===== src/rtl/apb_bus_arbiter_pkg.sv =====
// Shared types and defaults for the two-requester APB bus arbiter.
// FSM state encoding, default geometry and bank-field helpers.
package apb_bus_arbiter_pkg;

  typedef enum logic [1:0] {
    StIdle   = 2'd0,
    StSetup  = 2'd1,
    StAccess = 2'd2,
    StResp   = 2'd3
  } state_e;

  localparam int unsigned DefBankNum    = 2;
  localparam int unsigned DefAddrWidth  = 7;
  localparam int unsigned DefPdataWidth = 8;
  localparam int unsigned DefPaddrWidth = 3;
  localparam int unsigned DefTimeout    = 15;

  // Bank field sits directly above the APB offset bits.
  function automatic int unsigned bank_width(int unsigned bank_num);
    return (bank_num > 1) ? $clog2(bank_num) : 1;
  endfunction

  localparam int unsigned BankFieldLsb   = DefPaddrWidth;
  localparam int unsigned BankFieldWidth = bank_width(DefBankNum);

endpackage


===== src/rtl/apb_bus_arbiter_if.sv =====
// Requester handshake and APB bank-bus signals of the arbiter.
// master = arbiter side, slave = requesters plus bank slaves.
interface apb_bus_arbiter_if #(
  parameter int unsigned BANK_NUM    = 2,
  parameter int unsigned ADDR_WIDTH  = 7,
  parameter int unsigned PDATA_WIDTH = 8,
  parameter int unsigned PADDR_WIDTH = 3
);

  logic                   r0_valid;
  logic                   r1_valid;
  logic                   r0_write;
  logic                   r1_write;
  logic [ADDR_WIDTH-1:0]  r0_addr;
  logic [ADDR_WIDTH-1:0]  r1_addr;
  logic [PDATA_WIDTH-1:0] r0_wdata;
  logic [PDATA_WIDTH-1:0] r1_wdata;
  logic                   r0_grant;
  logic                   r1_grant;
  logic                   r0_done;
  logic                   r1_done;
  logic [PDATA_WIDTH-1:0] rsp_rdata;
  logic                   rsp_err;
  logic                   busy;

  logic [BANK_NUM-1:0]    b_psel;
  logic                   b_penable;
  logic                   b_pwrite;
  logic [PADDR_WIDTH-1:0] b_paddr;
  logic [PDATA_WIDTH-1:0] b_pwdata;
  logic [PDATA_WIDTH-1:0] b_prdata;
  logic                   b_pready;

  modport master (
    input  r0_valid, r1_valid, r0_write, r1_write, r0_addr, r1_addr, r0_wdata, r1_wdata,
    input  b_prdata, b_pready,
    output r0_grant, r1_grant, r0_done, r1_done, rsp_rdata, rsp_err, busy,
    output b_psel, b_penable, b_pwrite, b_paddr, b_pwdata
  );

  modport slave (
    output r0_valid, r1_valid, r0_write, r1_write, r0_addr, r1_addr, r0_wdata, r1_wdata,
    output b_prdata, b_pready,
    input  r0_grant, r1_grant, r0_done, r1_done, rsp_rdata, rsp_err, busy,
    input  b_psel, b_penable, b_pwrite, b_paddr, b_pwdata
  );

endinterface


===== src/rtl/apb_rr_arb2.sv =====
// Two-input round-robin picker; the pointer remembers the last granted requester
// and resets to 1 so requester 0 wins the first tie.
module apb_rr_arb2 (
  input  logic       clk,
  input  logic       resetn,
  input  logic       en,
  input  logic [1:0] valid,
  output logic [1:0] gnt,
  output logic       owner
);

  logic last_q, last_d;

  always_comb begin
    gnt    = 2'b00;
    owner  = 1'b0;
    last_d = last_q;
    if (en) begin
      case (valid)
        2'b01:   owner = 1'b0;
        2'b10:   owner = 1'b1;
        2'b11:   owner = ~last_q;
        default: owner = 1'b0;
      endcase
      if (valid != 2'b00) begin
        gnt    = owner ? 2'b10 : 2'b01;
        last_d = owner;
      end
    end
  end

  always_ff @(posedge clk or negedge resetn) begin
    if (!resetn) begin
      last_q <= 1'b1;
    end else begin
      last_q <= last_d;
    end
  end

endmodule


===== src/rtl/apb_bus_arbiter.sv =====
// Shares one APB bank bus between two register requesters: round-robin grant,
// address decode to a one-hot bank select, SETUP/ACCESS sequencing and response.
module apb_bus_arbiter
  import apb_bus_arbiter_pkg::*;
#(
  parameter int unsigned BANK_NUM    = DefBankNum,
  parameter int unsigned ADDR_WIDTH  = DefAddrWidth,
  parameter int unsigned PDATA_WIDTH = DefPdataWidth,
  parameter int unsigned PADDR_WIDTH = DefPaddrWidth,
  parameter int unsigned TIMEOUT     = DefTimeout
) (
  input logic               clk,
  input logic               resetn,
  apb_bus_arbiter_if.master bus
);

  localparam int unsigned BankW = bank_width(BANK_NUM);
  localparam int unsigned HiLsb = PADDR_WIDTH + BankW;
  localparam int unsigned CntW  = (TIMEOUT > 0) ? $clog2(TIMEOUT + 1) : 1;
  localparam logic [CntW-1:0] CntLast = CntW'((TIMEOUT > 0) ? TIMEOUT - 1 : 0);

  state_e                 state_q, state_d;
  logic                   owner_q, owner_d;
  logic                   write_q, write_d;
  logic [BankW-1:0]       bank_q, bank_d;
  logic [PADDR_WIDTH-1:0] paddr_q, paddr_d;
  logic [PDATA_WIDTH-1:0] wdata_q, wdata_d;
  logic [CntW-1:0]        cnt_q, cnt_d;
  logic [PDATA_WIDTH-1:0] rdata_q, rdata_d;
  logic                   err_q, err_d;

  logic [1:0]             arb_gnt;
  logic                   arb_owner;
  logic [ADDR_WIDTH-1:0]  req_addr;
  logic [BankW-1:0]       req_bank;
  logic                   dec_err;
  logic [BANK_NUM-1:0]    sel_vec;
  logic [BANK_NUM-1:0]    psel;
  logic                   penable;

  // Reset gates the enable so no grant pulse escapes while resetn is low.
  apb_rr_arb2 u_arb (
    .clk    (clk),
    .resetn (resetn),
    .en     ((state_q == StIdle) && resetn),
    .valid  ({bus.r1_valid, bus.r0_valid}),
    .gnt    (arb_gnt),
    .owner  (arb_owner)
  );

  always_comb begin
    req_addr = arb_owner ? bus.r1_addr : bus.r0_addr;
    req_bank = req_addr[PADDR_WIDTH +: BankW];
    dec_err  = ((req_addr >> HiLsb) != '0) || (32'(req_bank) >= BANK_NUM);
    for (int unsigned i = 0; i < BANK_NUM; i++) begin
      sel_vec[i] = (bank_q == BankW'(i));
    end
  end

  always_comb begin
    state_d = state_q;
    owner_d = owner_q;
    write_d = write_q;
    bank_d  = bank_q;
    paddr_d = paddr_q;
    wdata_d = wdata_q;
    cnt_d   = cnt_q;
    rdata_d = rdata_q;
    err_d   = err_q;
    psel    = '0;
    penable = 1'b0;
    unique case (state_q)
      StIdle: begin
        if (arb_gnt != 2'b00) begin
          owner_d = arb_owner;
          write_d = arb_owner ? bus.r1_write : bus.r0_write;
          wdata_d = arb_owner ? bus.r1_wdata : bus.r0_wdata;
          paddr_d = req_addr[PADDR_WIDTH-1:0];
          bank_d  = req_bank;
          cnt_d   = '0;
          if (dec_err) begin
            err_d   = 1'b1;
            rdata_d = '0;
            state_d = StResp;
          end else begin
            state_d = StSetup;
          end
        end
      end
      StSetup: begin
        psel    = sel_vec;
        state_d = StAccess;
      end
      StAccess: begin
        psel    = sel_vec;
        penable = 1'b1;
        if (bus.b_pready) begin
          rdata_d = write_q ? '0 : bus.b_prdata;
          err_d   = 1'b0;
          state_d = StResp;
        end else if ((TIMEOUT != 0) && (cnt_q == CntLast)) begin
          rdata_d = '0;
          err_d   = 1'b1;
          state_d = StResp;
        end else begin
          cnt_d = cnt_q + 1'b1;
        end
      end
      StResp: begin
        state_d = StIdle;
      end
      default: begin
        state_d = StIdle;
      end
    endcase
  end

  always_ff @(posedge clk or negedge resetn) begin
    if (!resetn) begin
      state_q <= StIdle;
      owner_q <= 1'b0;
      write_q <= 1'b0;
      bank_q  <= '0;
      paddr_q <= '0;
      wdata_q <= '0;
      cnt_q   <= '0;
      rdata_q <= '0;
      err_q   <= 1'b0;
    end else begin
      state_q <= state_d;
      owner_q <= owner_d;
      write_q <= write_d;
      bank_q  <= bank_d;
      paddr_q <= paddr_d;
      wdata_q <= wdata_d;
      cnt_q   <= cnt_d;
      rdata_q <= rdata_d;
      err_q   <= err_d;
    end
  end

  always_comb begin
    bus.r0_grant  = arb_gnt[0];
    bus.r1_grant  = arb_gnt[1];
    bus.r0_done   = (state_q == StResp) && !owner_q;
    bus.r1_done   = (state_q == StResp) && owner_q;
    bus.rsp_rdata = rdata_q;
    bus.rsp_err   = err_q;
    bus.busy      = (state_q != StIdle);
    bus.b_psel    = psel;
    bus.b_penable = penable;
    bus.b_pwrite  = write_q;
    bus.b_paddr   = paddr_q;
    bus.b_pwdata  = wdata_q;
  end

endmodule


===== src/flat_wrapper.sv =====
// flat-port wrapper written by rule: the top's interface ports become plain ports
module apb_bus_arbiter_flat import apb_bus_arbiter_pkg::*;
#(
  parameter int unsigned BANK_NUM    = DefBankNum,
  parameter int unsigned ADDR_WIDTH  = DefAddrWidth,
  parameter int unsigned PDATA_WIDTH = DefPdataWidth,
  parameter int unsigned PADDR_WIDTH = DefPaddrWidth,
  parameter int unsigned TIMEOUT     = DefTimeout
)
  (clk, resetn, bus_r0_valid, bus_r1_valid, bus_r0_write, bus_r1_write, bus_r0_addr, bus_r1_addr, bus_r0_wdata, bus_r1_wdata, bus_b_prdata, bus_b_pready, bus_r0_grant, bus_r1_grant, bus_r0_done, bus_r1_done, bus_rsp_rdata, bus_rsp_err, bus_busy, bus_b_psel, bus_b_penable, bus_b_pwrite, bus_b_paddr, bus_b_pwdata);
  apb_bus_arbiter_if #(.BANK_NUM(BANK_NUM), .ADDR_WIDTH(ADDR_WIDTH), .PDATA_WIDTH(PDATA_WIDTH), .PADDR_WIDTH(PADDR_WIDTH)) bus_i ();
  input logic clk;
  input logic resetn;
  input wire logic [$bits(bus_i.r0_valid)-1:0] bus_r0_valid;
  input wire logic [$bits(bus_i.r1_valid)-1:0] bus_r1_valid;
  input wire logic [$bits(bus_i.r0_write)-1:0] bus_r0_write;
  input wire logic [$bits(bus_i.r1_write)-1:0] bus_r1_write;
  input wire logic [$bits(bus_i.r0_addr)-1:0] bus_r0_addr;
  input wire logic [$bits(bus_i.r1_addr)-1:0] bus_r1_addr;
  input wire logic [$bits(bus_i.r0_wdata)-1:0] bus_r0_wdata;
  input wire logic [$bits(bus_i.r1_wdata)-1:0] bus_r1_wdata;
  input wire logic [$bits(bus_i.b_prdata)-1:0] bus_b_prdata;
  input wire logic [$bits(bus_i.b_pready)-1:0] bus_b_pready;
  output wire logic [$bits(bus_i.r0_grant)-1:0] bus_r0_grant;
  output wire logic [$bits(bus_i.r1_grant)-1:0] bus_r1_grant;
  output wire logic [$bits(bus_i.r0_done)-1:0] bus_r0_done;
  output wire logic [$bits(bus_i.r1_done)-1:0] bus_r1_done;
  output wire logic [$bits(bus_i.rsp_rdata)-1:0] bus_rsp_rdata;
  output wire logic [$bits(bus_i.rsp_err)-1:0] bus_rsp_err;
  output wire logic [$bits(bus_i.busy)-1:0] bus_busy;
  output wire logic [$bits(bus_i.b_psel)-1:0] bus_b_psel;
  output wire logic [$bits(bus_i.b_penable)-1:0] bus_b_penable;
  output wire logic [$bits(bus_i.b_pwrite)-1:0] bus_b_pwrite;
  output wire logic [$bits(bus_i.b_paddr)-1:0] bus_b_paddr;
  output wire logic [$bits(bus_i.b_pwdata)-1:0] bus_b_pwdata;
  assign bus_i.r0_valid = bus_r0_valid;
  assign bus_i.r1_valid = bus_r1_valid;
  assign bus_i.r0_write = bus_r0_write;
  assign bus_i.r1_write = bus_r1_write;
  assign bus_i.r0_addr = bus_r0_addr;
  assign bus_i.r1_addr = bus_r1_addr;
  assign bus_i.r0_wdata = bus_r0_wdata;
  assign bus_i.r1_wdata = bus_r1_wdata;
  assign bus_i.b_prdata = bus_b_prdata;
  assign bus_i.b_pready = bus_b_pready;
  assign bus_r0_grant = bus_i.r0_grant;
  assign bus_r1_grant = bus_i.r1_grant;
  assign bus_r0_done = bus_i.r0_done;
  assign bus_r1_done = bus_i.r1_done;
  assign bus_rsp_rdata = bus_i.rsp_rdata;
  assign bus_rsp_err = bus_i.rsp_err;
  assign bus_busy = bus_i.busy;
  assign bus_b_psel = bus_i.b_psel;
  assign bus_b_penable = bus_i.b_penable;
  assign bus_b_pwrite = bus_i.b_pwrite;
  assign bus_b_paddr = bus_i.b_paddr;
  assign bus_b_pwdata = bus_i.b_pwdata;
  apb_bus_arbiter #(.BANK_NUM(BANK_NUM), .ADDR_WIDTH(ADDR_WIDTH), .PDATA_WIDTH(PDATA_WIDTH), .PADDR_WIDTH(PADDR_WIDTH), .TIMEOUT(TIMEOUT)) u_core (.clk(clk), .resetn(resetn), .bus(bus_i));
endmodule

===== config.mk =====
export PLATFORM = sky130hd
export DESIGN_NAME = apb_bus_arbiter_flat
export DESIGN_NICKNAME = d
export VERILOG_FILES = /design/src/rtl/apb_bus_arbiter_pkg.sv /design/src/rtl/apb_bus_arbiter_if.sv /design/src/rtl/apb_rr_arb2.sv /design/src/rtl/apb_bus_arbiter.sv /design/src/flat_wrapper.sv
export SDC_FILE = /design/constraint.sdc
export NUM_CORES = 1
export LEC_CHECK = 0
export BUFFER_PORTS_ARGS = -buffer_cell sky130_fd_sc_hd__buf_4
export CAP_MARGIN = 20
export CORE_ASPECT_RATIO = 0.8
export CORE_MARGIN = 4
export CORE_UTILIZATION = 30
export DETAILED_ROUTE_END_ITERATION = 6
export PLACE_DENSITY = 0.61
export SKIP_LAST_GASP = 1
export SYNTH_ARGS = -nofsm -noshare
export SYNTH_HDL_FRONTEND = slang
export SYNTH_SLANG_ARGS = --single-unit

===== constraint.sdc =====
create_clock -name clk -period 4.3 [get_ports clk]
set_input_delay 0.645 -clock clk [delete_from_list [all_inputs] [get_ports clk]]
set_output_delay 0.645 -clock clk [all_outputs]
set_load 0.05 [all_outputs]

==> summary.md <==
| Metric | Value |
|---|---|
| Detailed placer's ending HPWL | `2938 um` |
| Reg-to-Reg End | `u_core.bus.rsp_err$_DFFE_PN0P_` |
| Critical Path Source Type | `flip-flop` |
| Die ar. | `6421 um2` |
| Sw Pwr | `931.3 uW` |
| Fin crit share | `59.41%` |
| Root Buffer | `clkbuf_8` |
| Final setup fails | `0` |
| RePlAce Congestion | `0.7710` |
| Worst Setup End Kind | `output pin` |
| Routed WL per cell | `13.10 um` |
| Max-slew headroom | `53.10%` |
| Pre-Repair DR Iteration Count | `4` |
| Area Growth Syn to Fin | `45.26%` |
| Pre-CTS WS | `1.124 ns` |
| Post CTS Setup Buffer Count | `0` |
| Slowest CP cell | `dfrtp_1` |
| Fmax | `391.4 MHz` |
| Final hold vios | `0` |
| Most frequent cells in the layout | `buf_4 (73), dfrtp_1 (29), nand2_1 (25)` |
| Yosys warning count | `0` |
| Top cell type by total area after synthesis | `dfrtp_1` |
| Clk pin slew, worst setup/hold paths | `0.06 ns` |
| Port buffer count | `73` |
| Synth area leaders | `dfrtp_1 (47%), nand2_1 (6.0%), mux2i_1 (5.8%)` |
| Cts hold-fix bufs | `0` |
| Yosys reg bits | `30` |
| Die Y | `72.48 um` |
| Net Sw Frac | `49.16%` |
| RSZ-0062 raised after global routing | `false` |
| Fin Hold WS | `0.3025 ns` |
| Most common cell after layout, fill and taps aside | `buf_4` |
| Most common flop cell mapped by yosys | `dfrtp_1` |
| Via count | `1,399` |
| R2R Path Start | `u_core.state_q[0]$_DFFE_PN0P_` |
| Number of synthesized flops with an enable pin | `0` |
| CP Class | `reg -> out` |
| Max Root-Sink Buffers | `2` |
| DRC | `0` |
| GRT Overall Usage | `12.85%` |
| Clock network power share | `14.4%` |
| Gate power share | `59.0%` |
| Fraction of layout cells with a size suffix above 1 | `38.36%` |
| Flop pwr share | `26.7%` |
| TritonCTS sink count | `30` |
| DRT iter0 DRCs | `32` |
| Area share of the largest cell type after synthesis | `46.55%` |
| CTS tree | `built` |
| Core box area | `5007 um2` |
| Number of H-tree levels | `2` |
| Max-Cap Viols | `0` |
| # diodes | `0` |
| TNS Setup | `0 ns` |
| Async SR Flop Fraction | `100.0%` |
| Mapped cell area | `1559 um2` |
| Resize count post-CTS | `0` |
| CP cell instances | `inv_1 > ha_1 > nand2_1 > nor2_4 > buf_4` |
| Chip Width | `88.60 um` |
| Max incr delay on CP | `0.39 ns` |
| Final ANT Viol Nets | `0` |
| Power per Cell Area | `836.4 nW/um2` |
| Tot Pwr | `1.894 mW` |
| Vias in the first global route | `1,356` |
| Total CTS buffers | `5` |
| Starting Density | `31.13%` |
| Final Max Tran Viols | `0` |
| Ports | `74` |
| Max IR drop VDD | `0.3920 mV` |
| First-pass GRT wire length | `6444 um` |
| Req. time, crit path | `3.65 ns` |
| Syn Inst Count | `158` |
| Final setup margin | `1.745 ns` |
| Worst Tran Pin Value | `0.7013 ns` |
| Syn avg cell area | `9.867 um2` |
| CP Max Fanout | `16` |
| Outcome | `finished clean` |
| Largest net degree at the start of global routing | `35` |
| Seq/Total Area, Yosys | `48.23%` |
| Fin crit period | `2.555 ns` |
| Num rows | `23` |
| Synth cell types | `38` |
| Final WL | `3851 um` |
| Worst r2r path cells | `6` |
| Initial antenna violation count | `0` |
| Clock skew | `0.004829 ns` |
| Grt total ovfl | `0` |
| Int Pwr | `962.9 uW` |
| Placed instance count | `285` |
| Mapped Nets | `209` |
| Worst-Skew Late Latency | `0.28 ns` |
| Worst hold-check path type | `in -> async` |
| Arrival @ worst endpoint | `1.91 ns` |
| R2r setup slk | `1.88 ns` |
| Final nets | `282` |
| Post-Layout Cell Count | `294` |
| Static leakage | `1.105 nW` |
| Routed vias/inst | `4.759` |
## kinds of logic (layout without fill, tap and decap cells)
group                    count (synthesis)  count (layout)  share of synthesized area, %
flip-flops                              30              30                         48.23
AO/OA/AOI/OAI                           51              51                         22.55
buffers and inverters                   21              95                         5.939
multiplexers                            10              10                         6.742
adder cells (fa/ha/maj)                  6               6                         4.815
AND/OR/NAND/NOR                         40              40                         11.72
## synth_stat cells (3+ instances only)
library cell,count
dfrtp_1,29
nand2_1,25
o21ai_0,15
inv_1,13
o22ai_1,12
mux2i_1,9
ha_1,6
a22o_1,5
and2_1,4
clkbuf_1,3
nor2_1,3
## per-layer routing
metal  track usage (%)  wire length (um)  vias to the layer above
met2             19.92              1715                       48
met3             4.540               363                        7
met1             16.61              1725                      632
li1                  -                 -                      712
met5                 0                 0                        -
met4             4.530                46                        0
## state kept, by name, summed over array words and instances, names as in the netlist
register              cells
u_core.bus.b_pwrite       1
u_core.bus.rsp_rdata      8
u_core.bus.b_paddr        3
u_core.cnt_q              4
u_core.u_arb.last_q       1
u_core.state_q            2
u_core.bus.b_pwdata       8
u_core.bank_q             1
u_core.owner_q            1
u_core.bus.rsp_err        1
## power groups by stage
stage / registers [mW] / logic [mW] / clock network, mW
after floorplan: 0.811 / 0.507 / 0
after detailed placement: 0.508 / 1.13 / 0
after global routing: 0.524 / 1.20 / 0.297
after global placement: 0.508 / 1.12 / 0
after CTS: 0.506 / 1.13 / 0.282
final: 0.505 / 1.12 / 0.272
## stage by stage
| step | utilization, % | instance area, um2 |
|---|---|---|
| floorplan | - | 1559 |
| global placement | 42.75 | 2141 |
| detailed placement | 42.75 | 2141 |
| CTS | 44.93 | 2250 |
| global route | 45.23 | 2265 |
| finish | 45.23 | 2265 |
## cell type report
cell class / count / area, um2
Sequential cell: 30 / 752.0
Inverter: 13 / 48.80
Clock buffer: 5 / 68.82
Fill cell: 520 / 2743
Clock inverter: 3 / 40.04
Tap cell: 62 / 77.57
Timing Repair Buffer: 74 / 563.0
Multi-Input combinational cell: 107 / 714.4
## worst max path at each step
stage	startpoint	to	cells past startpoint	slack, ns
3_5_place_dp	resetn	u_core.bus.rsp_err$_DFFE_PN0P_	5	1.12
3_3_place_gp	resetn	u_core.bus.rsp_err$_DFFE_PN0P_	5	1.15
6_report	u_core.state_q[0]$_DFFE_PN0P_	bus_r1_grant	5	1.75
5_1_grt	u_core.state_q[0]$_DFFE_PN0P_	bus_r1_grant	5	1.58
2_1_floorplan	u_core.state_q[0]$_DFFE_PN0P_	bus_r0_grant	7	1.74
4_1_cts	u_core.state_q[0]$_DFFE_PN0P_	u_core.bus.rsp_err$_DFFE_PN0P_	6	1.43
## critical path, delay by kind of cell, from the launching register on
family | cells | cell delay [ns]
flip-flops | 1 | 0.39
buffers and inverters | 2 | 0.38
adder cells (fa/ha/maj) | 1 | 0.32
AND/OR/NAND/NOR | 2 | 0.53
(Power assumes the default switching activity.)
